### src/rtl/psum_collector_if.sv
// ============================================================================
// Module   : psum_collector_if
// Brief    : Push/stall and valid/ready bundle between PE controller, collector
//            and downstream writer.
// Revision : 1.0
// ============================================================================
`default_nettype none

interface psum_collector_if #(
    parameter int DATA_W   = 16,
    parameter int NUM_FILT = 4,
    parameter int NUM_WIN  = 8
);
    localparam int c_FILT_W = (NUM_FILT > 1) ? $clog2(NUM_FILT) : 1;
    localparam int c_WIN_W  = (NUM_WIN  > 1) ? $clog2(NUM_WIN)  : 1;

    logic                done;
    logic [DATA_W-1:0]   psum_in;
    logic                stall;
    logic                out_valid;
    logic                out_ready;
    logic [DATA_W-1:0]   out_data;
    logic [c_FILT_W-1:0] out_filt;
    logic [c_WIN_W-1:0]  out_win;
    logic                out_last;
    logic                overflow;

    modport master (
        output done, psum_in, out_ready,
        input  stall, out_valid, out_data, out_filt, out_win, out_last, overflow
    );

    modport slave (
        input  done, psum_in, out_ready,
        output stall, out_valid, out_data, out_filt, out_win, out_last, overflow
    );
endinterface

`default_nettype wire

### src/rtl/psum_collector.sv
// ============================================================================
// Module   : psum_collector
// Brief    : Tags PE partial sums with filter/window index and buffers them in
//            a FWFT FIFO. Optional ReLU at push when PSUM_RELU_EN is defined.
// Revision : 1.0
// ============================================================================
`default_nettype none

module psum_collector #(
    parameter int DATA_W   = 16,
    parameter int DEPTH    = 4,
    parameter int NUM_FILT = 4,
    parameter int NUM_WIN  = 8
) (
    input  wire logic         clk,
    input  wire logic         rst,
    input  wire logic         clear,
    psum_collector_if.slave   bus
);
    localparam int c_PTR_W  = $clog2(DEPTH);
    localparam int c_CNT_W  = c_PTR_W + 1;
    localparam int c_FILT_W = (NUM_FILT > 1) ? $clog2(NUM_FILT) : 1;
    localparam int c_WIN_W  = (NUM_WIN  > 1) ? $clog2(NUM_WIN)  : 1;

    localparam logic [c_CNT_W-1:0]  c_CNT_FULL  = c_CNT_W'(DEPTH);
    localparam logic [c_CNT_W-1:0]  c_CNT_STALL = c_CNT_W'(DEPTH - 1);
    localparam logic [c_FILT_W-1:0] c_FILT_MAX  = c_FILT_W'(NUM_FILT - 1);
    localparam logic [c_WIN_W-1:0]  c_WIN_MAX   = c_WIN_W'(NUM_WIN - 1);

    logic [c_PTR_W-1:0]  r_wptr;
    logic [c_PTR_W-1:0]  r_rptr;
    logic [c_CNT_W-1:0]  r_count;
    logic [c_FILT_W-1:0] r_filt_cnt;
    logic [c_WIN_W-1:0]  r_win_cnt;
    logic                r_overflow;

    logic [DATA_W-1:0]   r_mem_data [DEPTH];
    logic [c_FILT_W-1:0] r_mem_filt [DEPTH];
    logic [c_WIN_W-1:0]  r_mem_win  [DEPTH];
    logic                r_mem_last [DEPTH];

    logic                w_full;
    logic                w_valid;
    logic                w_pop;
    logic                w_push;
    logic                w_filt_wrap;
    logic                w_last;
    logic [DATA_W-1:0]   w_wdata;

    assign w_full      = (r_count == c_CNT_FULL);
    assign w_valid     = (r_count != '0);
    assign w_pop       = w_valid & bus.out_ready;
    // A full FIFO still takes a push when the head leaves in the same cycle.
    assign w_push      = bus.done & (~w_full | w_pop);
    assign w_filt_wrap = (r_filt_cnt == c_FILT_MAX);
    assign w_last      = w_filt_wrap & (r_win_cnt == c_WIN_MAX);

`ifdef PSUM_RELU_EN
    assign w_wdata = bus.psum_in[DATA_W-1] ? '0 : bus.psum_in;
`else
    assign w_wdata = bus.psum_in;
`endif

    always_ff @(posedge clk) begin
        if (!rst) begin
            r_wptr     <= '0;
            r_rptr     <= '0;
            r_count    <= '0;
            r_filt_cnt <= '0;
            r_win_cnt  <= '0;
            r_overflow <= 1'b0;
        end else if (clear) begin
            r_wptr     <= '0;
            r_rptr     <= '0;
            r_count    <= '0;
            r_filt_cnt <= '0;
            r_win_cnt  <= '0;
            r_overflow <= 1'b0;
        end else begin
            if (w_push) begin
                r_wptr <= r_wptr + c_PTR_W'(1);
                if (w_filt_wrap) begin
                    r_filt_cnt <= '0;
                    r_win_cnt  <= (r_win_cnt == c_WIN_MAX) ? '0 : r_win_cnt + c_WIN_W'(1);
                end else begin
                    r_filt_cnt <= r_filt_cnt + c_FILT_W'(1);
                end
            end
            if (w_pop) begin
                r_rptr <= r_rptr + c_PTR_W'(1);
            end
            case ({w_push, w_pop})
                2'b10:   r_count <= r_count + c_CNT_W'(1);
                2'b01:   r_count <= r_count - c_CNT_W'(1);
                default: r_count <= r_count;
            endcase
            if (bus.done && !w_push) begin
                r_overflow <= 1'b1;
            end
        end
    end

    // Storage needs no reset: entries are only visible through a nonzero count.
    always_ff @(posedge clk) begin
        if (w_push) begin
            r_mem_data[r_wptr] <= w_wdata;
            r_mem_filt[r_wptr] <= r_filt_cnt;
            r_mem_win[r_wptr]  <= r_win_cnt;
            r_mem_last[r_wptr] <= w_last;
        end
    end

    assign bus.stall     = (r_count >= c_CNT_STALL);
    assign bus.out_valid = w_valid;
    assign bus.out_data  = w_valid ? r_mem_data[r_rptr] : '0;
    assign bus.out_filt  = w_valid ? r_mem_filt[r_rptr] : '0;
    assign bus.out_win   = w_valid ? r_mem_win[r_rptr]  : '0;
    assign bus.out_last  = w_valid ? r_mem_last[r_rptr] : 1'b0;
    assign bus.overflow  = r_overflow;

endmodule

`default_nettype wire

### src/flat_wrapper.sv
// flat-port wrapper written by rule: the top's interface ports become plain ports
module psum_collector_flat 
#(
    parameter int DATA_W   = 16,
    parameter int DEPTH    = 4,
    parameter int NUM_FILT = 4,
    parameter int NUM_WIN  = 8
)
  (clk, rst, clear, bus_done, bus_psum_in, bus_out_ready, bus_stall, bus_out_valid, bus_out_data, bus_out_filt, bus_out_win, bus_out_last, bus_overflow);
  psum_collector_if #(.DATA_W(DATA_W), .NUM_FILT(NUM_FILT), .NUM_WIN(NUM_WIN)) bus_i ();
  input  wire logic clk;
  input  wire logic rst;
  input  wire logic clear;
  input wire logic [$bits(bus_i.done)-1:0] bus_done;
  input wire logic [$bits(bus_i.psum_in)-1:0] bus_psum_in;
  input wire logic [$bits(bus_i.out_ready)-1:0] bus_out_ready;
  output wire logic [$bits(bus_i.stall)-1:0] bus_stall;
  output wire logic [$bits(bus_i.out_valid)-1:0] bus_out_valid;
  output wire logic [$bits(bus_i.out_data)-1:0] bus_out_data;
  output wire logic [$bits(bus_i.out_filt)-1:0] bus_out_filt;
  output wire logic [$bits(bus_i.out_win)-1:0] bus_out_win;
  output wire logic [$bits(bus_i.out_last)-1:0] bus_out_last;
  output wire logic [$bits(bus_i.overflow)-1:0] bus_overflow;
  assign bus_i.done = bus_done;
  assign bus_i.psum_in = bus_psum_in;
  assign bus_i.out_ready = bus_out_ready;
  assign bus_stall = bus_i.stall;
  assign bus_out_valid = bus_i.out_valid;
  assign bus_out_data = bus_i.out_data;
  assign bus_out_filt = bus_i.out_filt;
  assign bus_out_win = bus_i.out_win;
  assign bus_out_last = bus_i.out_last;
  assign bus_overflow = bus_i.overflow;
  psum_collector #(.DATA_W(DATA_W), .DEPTH(DEPTH), .NUM_FILT(NUM_FILT), .NUM_WIN(NUM_WIN)) u_core (.clk(clk), .rst(rst), .clear(clear), .bus(bus_i));
endmodule
### config.mk
export PLATFORM = sky130hd
export DESIGN_NAME = psum_collector_flat
export DESIGN_NICKNAME = d
export VERILOG_FILES = /design/src/rtl/psum_collector_if.sv /design/src/rtl/psum_collector.sv /design/src/flat_wrapper.sv
export SDC_FILE = /design/constraint.sdc
export NUM_CORES = 1
export LEC_CHECK = 0
export ABC_AREA = 1
export ABC_CLOCK_PERIOD_IN_PS = 6800
export BUFFER_PORTS_ARGS = -buffer_cell sky130_fd_sc_hd__buf_4
export CORE_MARGIN = 2
export CORE_UTILIZATION = 53
export CTS_BUF_LIST = sky130_fd_sc_hd__clkbuf_8
export DETAILED_ROUTE_END_ITERATION = 8
export PLACE_DENSITY_LB_ADDON = 0.15
export SETUP_SLACK_MARGIN = 0.05
export SYNTH_ARGS = -nofsm -noshare
export SYNTH_HDL_FRONTEND = slang
export SYNTH_SLANG_ARGS = --single-unit
### constraint.sdc
create_clock -name clk -period 6.8 [get_ports clk]
set_clock_uncertainty 0.15 [all_clocks]
set_input_delay 1.02 -clock clk [delete_from_list [all_inputs] [get_ports clk]]
set_output_delay 1.02 -clock clk [all_outputs]
set_load 0.01 [all_outputs]
# ---- Word level (Yosys, flattened, before mapping)
# Memory sizes are Yosys's and may differ from the RTL's. A register that Yosys moved wholly into a read port is not among the register bits.
# Index checks and enable logic that the tools add are counted.
dict set report totals {
  elab_cells 51
  ram_bits 88
  memories 4
  out_inout_bits 25
  inputBits 21
  regBits 13
}
dict set report classes {
  reduce_logical 6
  magnitude_cmp 1
  muxes 17
  bitwise 6
  add_sub_neg 6
  eq_ne 5
}
# memory words width rd rd_ports_with_merged_regs write_ports line
set memory_table {}
lappend memory_table {u_core.r_mem_data 4 16 1 1 1 psum_collector.sv:37} ;# logic [DATA_W-1:0] r_mem_data [DEPTH];
lappend memory_table {u_core.r_mem_win 4 3 1 1 1 psum_collector.sv:39} ;# logic [c_WIN_W-1:0] r_mem_win [DEPTH];
lappend memory_table {u_core.r_mem_filt 4 2 1 1 1 psum_collector.sv:38} ;# logic [c_FILT_W-1:0] r_mem_filt [DEPTH];
lappend memory_table {u_core.r_mem_last 4 1 1 1 1 psum_collector.sv:40} ;# logic r_mem_last [DEPTH];
# cell count
set ops {}
lappend ops {{two-way mux 2 bit} 10}
lappend ops {{two-way mux 16 bit} 1}
lappend ops {{adder 2 x 1 -> 2 bit (second input constant)} 3}
lappend ops {{adder 3 x 1 -> 3 bit (second input constant)} 2}
lappend ops {{equality test 3 bit (second input constant)} 2}
lappend ops {{two-way mux 3 bit} 2}
lappend ops {{one-hot mux 3 bit (2 select lines)} 1}
lappend ops {{equality test 2 bit (second input constant)} 2}
lappend ops {{bitwise AND 1 bit} 3}
lappend ops {{greater-or-equal comparator 3 x 2 -> 1 bit (second input constant)} 1}
lappend ops {{two-way mux 1 bit} 3}
lappend ops {{nonzero test 3 bit} 1}
lappend ops {{subtractor 3 x 1 -> 3 bit (second input constant)} 1}
lappend ops {{equality test 2 x 1 -> 1 bit (second input constant)} 1}
lappend ops {{inverter 1 bit} 2}
lappend ops {{AND reduction 2 bit} 1}
lappend ops {{nonzero test 2 bit} 1}
lappend ops {{OR reduction 2 bit} 1}
lappend ops {{logical AND 1 bit} 1}
lappend ops {{logical NOT 1 bit} 1}
lappend ops {{OR 1 bit} 1}

# ---- Depth between registers and ports, before layout
# Gate-level depths: netlist (run 1).
dict set report logic_depth {
  ltp_word 6
  mapped_depth 12
  ltp_nobuf 12
}

# ---- Worst setup path before layout (run 1)
# No wires, ideal clock.
dict set report synth_path {
  path_kind {input port to flip-flop}
  start {input port bus_done}
  end {memory u_core.r_mem_data[0][0], enable pin}
  t_arrival_ns 2.251
  required_time_ns 6.249
  path_buffers 1
  path_slack_ns 3.998
  setup_ns 0.401
  stages 3
  path_cell_list {buf_2 > nand2_4 > nor2_1}
}
dict set report synth_via {
  elab_chain_cells 3
}
# item line
set synth_rtl {}
lappend synth_rtl {{start, declared} flat_wrapper.sv:14} ;# input wire logic [$bits(bus_i.done)-1:0] bus_done;
lappend synth_rtl {{bitwise AND 1 bit} psum_collector.sv:54} ;# assign w_push = bus.done & (~w_full | w_pop);
lappend synth_rtl {{two-way mux 1 bit} psum_collector.sv:105} ;# if (w_push) begin
lappend synth_rtl {{two-way mux 1 bit (not written as such)} psum_collector.sv:106} ;# r_mem_data[r_wptr] <= w_wdata;
lappend synth_rtl {{end, declared} psum_collector.sv:37}
# Every way passes these cells.

==> metrics.csv, run 1 <==
stage,metric,value,unit
route,dr_total_vias,2692,
synthesis,synth_cells,376,
critical_path,critPathMaxFanout,23,
power_and_ir_drop,clock_power_share,0.312,
sta,setup_viol,0,
power_and_ir_drop,power.switching,0.0002601,W
sta,slew_headroom,0.4020,
synthesis,synth.top_cells.by_count,"nor2_1 (100), edfxtp_1 (88), o21ai_1 (40)",
synthesis,ys_ff_latch,103,
status,status,"finished, final reports clean",
sta,hold_viol,0,
synthesis,yosysMostFrequentCell,nor2_1,
grt,gr-usage-all-layers,0.1911,
die,start_util,0.5488,
route,met1_length,3500,um
route,top_layer,met4,
grt,gr-total-overflow,0,
power_and_ir_drop,ir_drop,0.1128,mV
synthesis,yosysSeqAreaShare,0.6903,
route,dr_wl_met2,3991,um
critical_path,criticalPathCategory,reg -> out,
critical_path,end_kind,primary output,
layout,final_nets,451,
synthesis,avgSynthCellArea,11.34,um2
die,fp-row-count,32,
route,dr.pass1.iters,4,
critical_path,worstPathArrival,2.32,ns
sta,maxSlewViolCount,0,
job,drv_cap,0,
route,drt_iter0_markers,136,
synthesis,synth_xor_area_frac,0,
route,drc,0,
synthesis,synth_nets,406,
grt,first_global_vias,2669,
hold_path,whs_endpoint,u_core.bus.overflow,
synthesis,synth_top_area_frac,0.6199,
synthesis,synth_top_area_cell,edfxtp_1,
die,die_area,8777,um2
layout,drive_above_1_share,0.1831,
place,gp_congestion,0.7227,
hold_path,hp-start,u_core.bus.overflow,
cts,cts_max_path_buffers,2,
synthesis,synth_cell_types,21,
sta,tightest_slew,0.8957,ns
place,io_buffers,45,
critical_path,r2r_end,u_core.r_count[2],
synthesis,synth_area_leaders,"edfxtp_1 (62%), nor2_1 (8.8%), dfxtp_1 (7.0%)",
cts,cts_resized,0,
critical_path,crit_slowest_cell,dfxtp_1,
hold_path,hold_path_class,reg -> reg,
hold_path,min_path_cells,2,
critical_path,ff2ff_setup_slack,4.73,ns
synthesis,synth_compound_area_frac,0.09158,
sta,min_period_over_period,0.5128,
cts,ctsHtreeMaxLevel,3,
synthesis,muxShareOfSynthArea,0,
sta,rsz0062_at_grt,false,
sta,final.setup.tns,0,ns
cts,cts-root-buf,clkbuf_8,
grt,grt_antenna_before_repair,0,
grt,grt_max_degree,46,
cts,cts_inserted_buffers,9,
die,die_w,93.69,um
sta,min_period,3.487,ns
layout,num_antenna_cells,0,
synthesis,yosys.area_share.adder,0.02818,
power_and_ir_drop,power_density,239.9,nW/um2
layout,fillCellCount,629,
synthesis,netlist_area,4263,um2
route,vias_per_cell,5.098,
route,wl_met3,315,um
cts,numClockSinks,103,
die,die_h,93.69,um
critical_path,cp-start-kind,flip-flop,
power_and_ir_drop,total_power,0.001165,W
synthesis,synthSimpleGateAreaFrac,0.1368,
grt,grt_pass1_wl,12810,um
synthesis,dominantRegCellSynth,edfxtp_1,
critical_path,path_cells,inv_2 -> nor2_1 -> o21ai_1 -> a21oi_1 -> buf_4,
cts,cts_hold_buf,0,
die,ioPinCount,46,
cts,cts_setup_buffers,0,
power_and_ir_drop,p_seq_frac,0.604,
synthesis,yosysWarningCount,0,
route,wire_per_inst,14.92,um
route,postRouteAntennaNets,0,
critical_path,r2r-start,u_core.r_count[2],
critical_path,critPathMaxStageDelay,0.92,ns
die,core-area,7767,um2
critical_path,crit_required,5.63,ns
power_and_ir_drop,p_int,0.0009044,W
synthesis,synth_edf_count,88,
place,place_hpwl,4687,um
sta,max_freq,0.2868,GHz
route,drt-total-wl,7876,um
layout,syn_to_final_growth,13.85,%
power_and_ir_drop,power.leakage,1.814,nW
cts,clkTransAtPathRegs,0.09,ns
synthesis,synth_top_family_by_area,simple AND/OR/NAND/NOR gates,
critical_path,r2r_cells,12,
synthesis,synthArstFlopShare,0,
cts,clock_latency,0.34,ns
power_and_ir_drop,combPwrFrac,0.084,
cts,tritoncts,done,
power_and_ir_drop,swShare,0.2234,
==> area by class of cell <==
type,count,area (um2),area share
clock inverter,7,65.06,0.01341
timing repair buffer,50,375.4,0.07734
inverter,30,115.1,0.02372
sequential,103,2943,0.6063
multi-input combinational,227,1104,0.2274
tap,102,127.6,0.02630
clock buffer,9,123.9,0.02552
==> power groups by stage <==
stage / sequential, W / combinational (W) / clock (W)
2_1_floorplan: 0.000717 / 0.0000563 / 0
3_3_place_gp: 0.000717 / 0.0000975 / 0
3_5_place_dp: 0.000718 / 0.0000995 / 0
4_1_cts: 0.000703 / 0.0000998 / 0.000373
5_1_grt: 0.000705 / 0.000110 / 0.000400
6_report: 0.000703 / 0.0000979 / 0.000363
==> per-stage QoR <==
stage	area, um2	setup WS [ns]	instances	hold WS, ns	utilization
final	4853	3.313	528	0.3176	0.6248
after global routing	4853	3.095	528	0.3222	0.6248
after CTS	4853	3.275	528	0.3096	0.6248
after detailed placement	4664	3.691	512	0.2959	0.6005
after global placement	4664	3.681	512	0.2925	0.6005
after floorplan	4263	3.998	376	0.3164	-
==> kinds of logic (layout without fill, tap and decap cells) <==
group | count (synthesis) | count (layout)
AO/OA/AOI/OAI | 78 | 78
buffers and inverters | 46 | 96
AND/OR/NAND/NOR | 140 | 140
adder cells (fa/ha/maj) | 9 | 9
flip-flops | 103 | 103
==> critical path, delay by kind of cell, from the launching register on <==
kind	cells	cell delay (ns)
compound gates	2	0.27
buf+inv	2	0.59
flops	1	0.92
simple gates	1	0.18
==> metal layers <==
layer | GRT usage | vias to the layer above
met2 | 0.3179 | 57
met1 | 0.2508 | 1263
met3 | 0.03130 | 4
met5 | 0 | -
li1 | - | 1368
met4 | 0.07971 | 0
==> flip-flops by register name, indices dropped and copies added (netlist names), named ones only <==
name / count
u_core.r_mem_data: 64
u_core.r_mem_win: 12
u_core.r_mem_filt: 8
u_core.r_mem_last: 4
u_core.r_count: 3
u_core.r_win_cnt: 3
u_core.r_filt_cnt: 2
u_core.r_rptr: 2
u_core.r_wptr: 2
u_core.bus.overflow: 1
==> worst max path at each step <==
stage / from / end / slack [ns] / cells past startpoint
after CTS: flip-flop / bus_out_last / 3.28 / 5
after detailed placement: flip-flop / bus_out_last / 3.69 / 5
after global placement: flip-flop / bus_out_win[2] / 3.68 / 5
after global routing: flip-flop / bus_out_last / 3.10 / 5
final: flip-flop / bus_out_win[2] / 3.31 / 5
after floorplan: bus_done / u_core.r_mem_data[0][0] / 4.00 / 3
==> cells in the final DEF, fill, tap and decap left out <==
| master | synthesis | routed |
|---|---|---|
| nor2_4 | 2 | 2 |
| ha_1 | 8 | 8 |
| o21ai_0 | 8 | 8 |
| edfxtp_1 | 88 | 88 |
| inv_2 | 3 | 3 |
| nor2_2 | 1 | 5 |
| clkinv_2 | 0 | 2 |
| nand4_1 | 4 | 4 |
| nand2_1 | 21 | 21 |
| buf_4 | 0 | 50 |
| clkbuf_8 | 0 | 9 |
| o21ai_1 | 40 | 40 |
| a21oi_1 | 30 | 30 |
| dfxtp_1 | 15 | 15 |
| clkinv_4 | 0 | 2 |
| bufinv_16 | 0 | 1 |
| inv_4 | 1 | 1 |
| nand2_2 | 1 | 1 |
| clkinv_1 | 0 | 1 |
| inv_1 | 26 | 27 |
| fa_1 | 1 | 1 |
| nand3_1 | 8 | 8 |
| or2_1 | 1 | 1 |
| nor2_1 | 100 | 96 |
| nand2_4 | 2 | 2 |
Power figures use the tool's default switching activity.
==> run 2: changes to the inputs <==
Settings changed: ABC_AREA 1 to 0, ABC_CLOCK_PERIOD_IN_PS 6800 to 3400.
Clock period 6.8 ns to 3.4 ns, I/O delays scaled along.
==> run 2 against run 1 <==
Compared with the run above:
- synthesized cell count is 40% lower
- clock power is 110% higher
- core utilization is 0.13 points higher
- register-to-register slack worse by 4.0 ns
- largest cell class unchanged
==> metrics.csv, run 2 <==
stage,metric,value,unit
route,vias_per_cell,5.280,
sta,min_period_over_period,0.7825,
layout,mostFrequentLayoutCells,"edfxtp_1 (88), buf_4 (52), mux4_2 (22), nor2b_1 (22), dfxtp_1 (14)",
layout,drive_above_1_share,0.3310,
synthesis,synthArstFlopShare,0,
route,dr_total_vias,2038,
sta,hold_viol,0,
sta,slew_headroom,0.4120,
sta,maxSlewViolCount,0,
power_and_ir_drop,power.leakage,1.661,nW
cts,clkTransAtPathRegs,0.10,ns
power_and_ir_drop,ir_drop,0.2452,mV
grt,gr-total-overflow,0,
die,start_util,0.5380,
cts,clock_latency,0.35,ns
synthesis,yosysSeqAreaShare,0.7190,
die,die_w,91.88,um
grt,grt_max_degree,26,
job,drv_cap,0,
place,gp_congestion,0.7620,
sta,final.setup.tns,0,ns
sta,max_freq,0.3759,GHz
route,drt_iter0_markers,134,
critical_path,path_cells,buf_4 -> mux4_2 -> nor2b_1 -> buf_4,
cts,cts_max_path_buffers,2,
synthesis,synth_top_family_by_area,multiplexers,
cts,cts_inserted_buffers,9,
place,dp.cells,370,
layout,largest_register,u_core.r_mem_data,
layout,instances_no_fill,386,
die,fp-row-count,32,
synthesis,synth_xor_area_frac,0.006420,
synthesis,synthSimpleGateAreaFrac,0.07398,
die,ioPinCount,46,
synthesis,synth_area_leaders,"edfxtp_1 (65%), mux4_2 (12%), dfxtp_1 (7.3%)",
layout,final_common_cell,edfxtp_1,
route,postRouteAntennaNets,0,
die,die_h,91.88,um
layout,final_nets,309,
synthesis,ys_ff_latch,103,
route,dr.pass1.iters,4,
die,core-area,7607,um2
synthesis,synth_compound_area_frac,0.02843,
critical_path,end_kind,primary output,
sta,setup_viol,0,
layout,largest_reg_flops,64,
route,drt-total-wl,6475,um
cts,numClockSinks,103,
critical_path,crit_top_cell,buf_4,
cts,cts_resized,0,
grt,first_global_vias,2025,
synthesis,muxShareOfSynthArea,0.1211,
route,met1_length,2882,um
sta,rsz0062_at_grt,false,
critical_path,crit_required,2.74,ns
critical_path,critPathMaxStageDelay,0.56,ns
sta,min_period,2.660,ns
grt,grt_pass1_wl,10530,um
synthesis,yosys.area_share.adder,0.02935,
synthesis,synth_cell_types,29,
route,wl_met3,235,um
synthesis,avgSynthCellArea,18.03,um2
sta,tightest_slew,0.8797,ns
synthesis,synth_cells,227,
synthesis,synth.top_cells.by_count,"edfxtp_1 (88), mux4_2 (22), nor2b_1 (22)",
hold_path,hold_path_class,in -> reg,
critical_path,cp-start-kind,flip-flop,
cts,cts_setup_buffers,0,
route,drc,0,
grt,gr-usage-all-layers,0.1681,
critical_path,worstPathArrival,2.00,ns
place,place_hpwl,3997,um
layout,syn_to_final_growth,16.39,%
route,dr_wl_met2,3302,um
synthesis,yosysMostFrequentCell,edfxtp_1,
layout,top_regs,"u_core.r_mem_data: 64 flops, u_core.r_mem_win: 12 flops, u_core.r_mem_filt: 8 flops",
die,die_area,8441,um2
critical_path,crit_buf_inv,2,
route,wire_per_inst,16.77,um
synthesis,synth_top_area_cell,edfxtp_1,
critical_path,path_delay_family,multiplexers,
critical_path,crit_slowest_cell,mux4_2,
cts,cts_hold_buf,0,
place,io_buffers,45,
critical_path,criticalPathCategory,reg -> out,
synthesis,netlist_area,4093,um2
grt,grt_antenna_before_repair,0,
status,status,"finished, final reports clean",
cts,ctsHtreeMaxLevel,3,
synthesis,yosysWarningCount,0,
cts,cts-root-buf,clkbuf_8,
synthesis,synth_top_area_frac,0.6457,
power_and_ir_drop,power_density,487.8,nW/um2
layout,num_antenna_cells,0,
cts,tritoncts,done,
synthesis,synth_edf_count,88,
route,top_layer,met4,
synthesis,synth_nets,257,
critical_path,critPathMaxFanout,19,
synthesis,dominantRegCellSynth,edfxtp_1,
-- run 2: layout make-up --
cell class,instances,area [um2]
inverter,8,30.03
fill,574,2844
clock inverter,7,80.08
sequential,103,2944
multi-input combinational,105,1067
clock buffer,9,123.9
timing repair buffer,52,390.4
tap,102,127.6
-- run 2: final timing paths --
path / start / cells past startpoint / slack, ns / endpoint
setup / recovery: flip-flop / 4 / 0.74 / bus_out_data[0]
setup reg to reg: u_core.r_count[0] / 8 / 0.76 / u_core.r_count[2]
hold reg to reg: u_core.bus.overflow / 2 / 0.33 / u_core.bus.overflow
hold / removal: bus_psum_in[2] / 1 / 0.20 / u_core.r_mem_data[3][2]
-- run 2: power by group --
group	switching [W]	internal, W	leakage, nW
clock	0.000413	0.000349	0.102
combinational	0.0000760	0.0000787	0.620
sequential	0.0000111	0.00140	0.939
total	0.000500	0.00182	1.66
-- run 2: cells by family (layout without fill, tap and decap cells) --
group           after synthesis  count (layout)
compound gates               22              22
xor+xnor                      3               3
fa+ha+maj                     9               9
buf+inv                      19              76
flops                       103             103
mux                          22              22
simple gates                 49              49
-- run 2: metal layers --
metal,GRT usage,vias up
met2,0.2776,33
met5,0,-
met1,0.2196,1018
met3,0.04108,4
met4,0.06095,0
li1,-,983
-- run 2: through the flow --
step	hold WS (ns)	util	worst slack, ns	area (um2)	total power (W)
floorplan	0.3091	-	0.8487	4093	0.001518
detailed placement	0.3191	0.5993	0.5860	4559	0.001593
finish	0.1967	0.6262	0.7397	4763	0.002323
global route	0.1728	0.6262	0.5680	4763	0.002418
CTS	0.1831	0.6262	0.6882	4763	0.002346
global placement	0.3124	0.5993	0.6180	4559	0.001589
